**src/rtl/dem_pn_generator.sv**
```systemverilog
// Pseudorandom bit source for the DEM switching-block tree.
// One Fibonacci LFSR with strided taps drives one pn bit per block.
module dem_pn_generator #(
  parameter int unsigned LFSR_W = 15,
  parameter logic [LFSR_W-1:0] TAPS = 15'h6000,
  parameter logic [LFSR_W-1:0] SEED_DEFAULT = 15'h0001,
  parameter int unsigned N_SB = 7,
  parameter int unsigned STRIDE = 2
) (
  input  logic              clk_i,
  input  logic              reset_i,
  input  logic              en_i,
  input  logic              seed_load_i,
  input  logic [LFSR_W-1:0] seed_i,
  output logic [N_SB-1:0]   pn_seq_o,
  output logic              pn_valid_o,
  output logic              lockup_o,
  output logic              period_wrap_o
);

  // Last counter value before wrap: 2^LFSR_W - 2.
  localparam logic [LFSR_W-1:0] CNT_LAST = {{(LFSR_W-1){1'b1}}, 1'b0};

  logic [LFSR_W-1:0] state_q;
  logic [LFSR_W-1:0] cnt_q;
  logic              valid_q;
  logic              lock_q;
  logic              wrap_q;
  logic              fb;

  assign fb = ^(state_q & TAPS);

  // The load point is tracked by the counter alone: a full maximal
  // period of advances after any load returns the state to it.
  always_ff @(posedge clk_i) begin
    if (reset_i) begin
      state_q <= SEED_DEFAULT;
      cnt_q   <= '0;
      valid_q <= 1'b0;
      lock_q  <= 1'b0;
      wrap_q  <= 1'b0;
    end else begin
      lock_q <= 1'b0;
      wrap_q <= 1'b0;
      if (seed_load_i) begin
        cnt_q   <= '0;
        valid_q <= 1'b1;
        if (seed_i == '0) begin
          state_q <= SEED_DEFAULT;
          lock_q  <= 1'b1;
        end else begin
          state_q <= seed_i;
        end
      end else if (en_i) begin
        state_q <= {state_q[LFSR_W-2:0], fb};
        valid_q <= 1'b1;
        if (cnt_q == CNT_LAST) begin
          cnt_q  <= '0;
          wrap_q <= 1'b1;
        end else begin
          cnt_q <= cnt_q + LFSR_W'(1);
        end
      end
    end
  end

  // Spread output taps across the register to decorrelate adjacent blocks.
  for (genvar k = 0; k < N_SB; k++) begin : g_pn
    assign pn_seq_o[k] = state_q[(k*STRIDE) % LFSR_W];
  end

  assign pn_valid_o    = valid_q;
  assign lockup_o      = lock_q;
  assign period_wrap_o = wrap_q;

endmodule

```
**config.mk**
```make
export PLATFORM = sky130hd
export DESIGN_NAME = dem_pn_generator
export DESIGN_NICKNAME = d
export VERILOG_FILES = /design/src/rtl/dem_pn_generator.sv
export SDC_FILE = /design/constraint.sdc
export NUM_CORES = 1
export LEC_CHECK = 0
export ABC_AREA = 1
export ABC_CLOCK_PERIOD_IN_PS = 2400
export CORE_MARGIN = 8
export CORE_UTILIZATION = 55
export DETAILED_ROUTE_END_ITERATION = 16
export DONT_BUFFER_PORTS = 1
export GPL_TIMING_DRIVEN = 1
export PLACE_DENSITY = 0.82
export SLEW_MARGIN = 30
export SYNTH_ARGS = -nofsm -noshare
export SYNTH_HDL_FRONTEND = slang
export SYNTH_SLANG_ARGS = --single-unit
```
**constraint.sdc**
```tcl
create_clock -name clk_i -period 2.4 [get_ports clk_i]
set_clock_uncertainty 0.2 [all_clocks]
set_input_delay 0.6 -clock clk_i [delete_from_list [all_inputs] [get_ports clk_i]]
set_output_delay 0.6 -clock clk_i [all_outputs]
set_load 0.05 [all_outputs]
```
## Word-level counts from Yosys, hierarchy flattened

Cells that the tools add are included.

- Register bits after elaboration: 33
- Input port bits: 19
- Output and inout port bits: 10

- Add/subtract/negate cells: 1
- Equal/unequal tests: 1
- Mux-type cells: 8
- Bitwise gates (word level): 2
- Reduce and logical (&&, ||, !) cells: 6

Operators with widths:

| operator | count |
|---|---|
| two-way mux 15 bit | 4 |
| adder 15 x 1 -> 15 bit (second input constant) | 1 |
| equality test 15 bit (second input constant) | 1 |
| zero test 15 bit | 1 |
| parity 15 bit | 1 |
| two-way mux 1 bit | 4 |
| OR reduction 2 bit | 2 |
| OR reduction 3 bit | 1 |
| NOT 1 bit | 2 |
| nonzero test 2 bit | 1 |

## Logic depth before layout (Yosys ltp)

- Depth after elaboration: 3
- Mapped depth: 10
- Gate-level depth less buffers: 9

## Least setup slack after synthesis

OpenSTA, ideal clock, no wires.

- Path type: input port to flip-flop
- Start: in seed_load_i
- End: reg cnt_q[10]
- Setup time: 0.064 ns
- Data arrival time: 1.350 ns
- Data required time: 2.136 ns
- Setup slack: 0.786 ns
- Cell stages on the path: 7
- Path buffers: 2
- Cells stage by stage: buf_2 nor2_1 inv_1 nor2_2 inv_2 buf_6 nor2_1

- Word-level cells in the longest chain between the ends: 1

Ends and longest elaborated chain:

| element | RTL line | source |
|---|---|---|
| start: declaration | 13 | `input logic seed_load_i,` |
| OR reduction 2 bit (no line) | n/a |  |
| end signal: assignment | 61 | `cnt_q <= cnt_q + LFSR_W'(1);` |
| end: declaration | 25 | `logic [LFSR_W-1:0] cnt_q;` |

Every way passes these cells.
A chain may end at the register's enable or synchronous reset.

## Final worst setup path

- Start: reg state_q[4]
- End: out pn_seq_o[2]

RTL lines:

| element | RTL line | source |
|---|---|---|
| start: declaration | 24 | `logic [LFSR_W-1:0] state_q;` |
| start signal: assignment | 52 | `state_q <= seed_i;` |
| start signal: assignment | 55 | `state_q <= {state_q[LFSR_W-2:0], fb};` |
| end: declaration | 15 | `output logic [N_SB-1:0] pn_seq_o,` |

No word-level cell between the ends.

==> impl_results.md <==
- Status: completed
- Number of vias per cell: 5.358
- Avg Inst Size Synth: 6.756 sq um
- Cts hold-fix bufs: 0
- Yosys reg bits: 33
- Post-layout nets: 258
- # diodes: 0
- First-pass GRT wire length: ~6000 um
- Peak Freq: 545.4 MHz
- Synthesized cell area: 0.001655 sq mm
- Post-Layout Cell Count: 271
- H-tree levels: 2
- Hold Path Cell Cnt: 1
- Final Cycle Share: 0.7640
- Worst hold start: reset_i
- Die Span Y: 70.86 um
- Yosys warnings: 0
- WHS: around 0.11 ns
- Clock Path Buffers: 2
- First drt pass iteration count: 4
- GRT Total Usage: 0.1455
- Kind of critical path: flop to primary output
- Setup-failing EPs final: 0
- Worst Hold Class: input port to flop
- Tmin final: 1.834 ns
- PD cells: 666.5 mW/mm^2
- Core area: 0.002953 sq mm
- Leak Pwr: between 0.6 and 0.7 nW
- Worst-Margin Slew: around 0.55 ns
- Sequential share of the synthesized area: 0.3991
- Setup TNS: 0 ns
- Reg-to-reg startpoint: cnt_q[0]$_SDFFE_PP0P_
- Die ar.: 0.005021 sq mm
- Starting density of the core: 0.5606
- Post-cts sizing count: 0
- Cell count after placement: 263
- FP Rows: 20
- Post-place instance area: 0.001600 sq mm
- IO Pins: 29
- DRC errors left: 0
- Post-CTS Setup Bufs: 0
- CP required: 1.60 ns
- Sink Count: 33
- Unrepaired setup endpoints after global routing: no
- Final instance area: approximately 0.0017 sq mm
- Fin. max-slew vios: 0
- Syn_nets: 266
- Clock buffers created by TritonCTS: 5
- Reg2reg path depth: 9
- Critical path arrival: 1.03 ns
- Horiz. Die Dim: 70.86 um
- Post-synthesis cell count: about 250
- Post-DP HPWL: between 2000 and 3000 um
- FF+latch area: 660.6 sq um
- Drt total wl: 3373 um
- ANT nets after route: 0
- Placer congestion estimate: 0.8481
- Critical path peak fanout: 3
- Final Hold Violating Endpoints: 0
- Total power: approximately 1.1 mW
- CTS clock-pin slew for the worst setup and hold paths: 0.11 ns
- Crit Reg-Reg Endpoint: cnt_q[8]$_SDFFE_PP0P_
- Vias in the first global route: 1,325
- Count of cell types in the netlist: 25
- Max-cap check violation count: 0
- Iter 0 DRT Violations: 112
- Area grow syn2layout: 2.041%
- Post-DR wirelength/cell: between 10 and 15 um
- CP endpoint kind: primary output
- Largest net degree at the start of global routing: 18
- CTS tree: yes
- Critical path launch point type: flop
- Layout fillers: 280
- DR vias: about 1,500
- Skew-Pair Late Insertion Delay: 0.34 ns
- Share of cells above drive strength 1: 0.06723
- Slew HR: 0.6302
- Hold Path Sink: lockup_o$_SDFF_PP0_
- Initial antenna violation count: 0
- Root Driver: clkbuf_4
- Area occupied by multi-input gates: 815.8 sq um
- Peak supply drop: 328.5 uV
- Grt ovf: 0
- Reg2Reg Setup Slack: 0.78 ns
- PortBufs: 0
## metrics by stage
step                      setup slack (ns)    util
final                               0.5663  0.5720
after global routing                0.5086  0.5720
after CTS                           0.5505  0.5720
after detailed placement            0.5632  0.5419
after global placement              0.6236  0.5419
after floorplan                     0.7857       -
## cell usage after synthesis
library cell	instances	area (sq um)
inv_2	2	7.510
dfxtp_1	33	660.6
o221ai_1	1	8.760
a21oi_1	15	75.07
buf_2	2	10.01
xnor2_1	2	17.52
nand4_1	4	25.02
o21bai_1	1	7.510
xor2_1	3	26.28
clkbuf_1	4	15.01
nor3_1	2	10.01
buf_6	1	11.26
inv_1	20	75.07
and2_0	1	6.260
a31oi_1	1	6.260
nor2_2	3	18.77
buf_4	8	60.06
ha_1	2	25.02
nor2_4	1	11.26
nor2_1	42	157.7
o21ai_0	24	120.1
o211ai_1	1	7.510
nand2_1	56	210.2
nand3_1	14	70.07
nand2_2	2	12.51
## layout by cell type (no fill, tap or decap), drive strengths merged, types with 2 or more instances in the layout
master	netlist	routed
clkbuf	4	6
nor3	2	2
xor2	3	3
nand2	58	58
nand4	4	4
inv	22	22
a21oi	15	15
dfxtp	33	33
nor2	46	46
xnor2	2	2
nand3	14	14
ha	2	2
o21ai	24	24
## per-layer routing
metal | global-route usage | wire length, um | part of all wire
met1 | 0.1841 | 1620 | 0.48
met2 | 0.2194 | 1509 | 0.45
met3 | 0.06073 | 207 | 0.061
met4 | 0.04157 | 35 | 0.010
met5 | 0 | 0 | 0
## final cells by class
class | instances | share of cell area
clock buffer | 6 | 0.03037
clock inverter | 2 | 0.02222
inverter | 22 | 0.04889
multi-input combinational | 175 | 0.4830
sequential | 33 | 0.3911
tap | 33 | 0.02444
## worst max path at each step
stage	slack, ns	cells after the start	endpoint	from
final	0.57	0	pn_seq_o[2]	state_q[4]$_SDFFE_PP0P_
after global placement	0.62	4	state_q[1]$_SDFFE_PP0P_	en_i
after detailed placement	0.56	4	state_q[1]$_SDFFE_PP0P_	en_i
after global routing	0.51	0	pn_seq_o[1]	state_q[2]$_SDFFE_PP0P_
after floorplan	0.79	7	cnt_q[10]$_SDFFE_PP0P_	seed_load_i
after CTS	0.55	0	pn_seq_o[6]	state_q[12]$_SDFFE_PP0P_
## report_power, final
group | switching, mW | internal [mW]
clock | 0.198 | 0.247
sequential | 0.0493 | 0.568
combinational | 0.0387 | 0.0237
## sequential cells by signal, summed over array words and instances (netlist names)
name,count
pn_valid_o,1
period_wrap_o,1
state_q,15
lockup_o,1
cnt_q,15
## kinds of logic (layout without fill, tap and decap cells)
| kind of cell | after synthesis | count (layout) | share of synthesized area |
|---|---|---|---|
| buf+inv | 37 | 30 | 0.1081 |
| flops | 33 | 33 | 0.3991 |
| simple gates | 125 | 125 | 0.3152 |
| compound gates | 43 | 43 | 0.1361 |
| fa+ha+maj | 2 | 2 | 0.01511 |
| xor+xnor | 5 | 5 | 0.02646 |
Note: power is estimated with default switching activity, not from simulation.
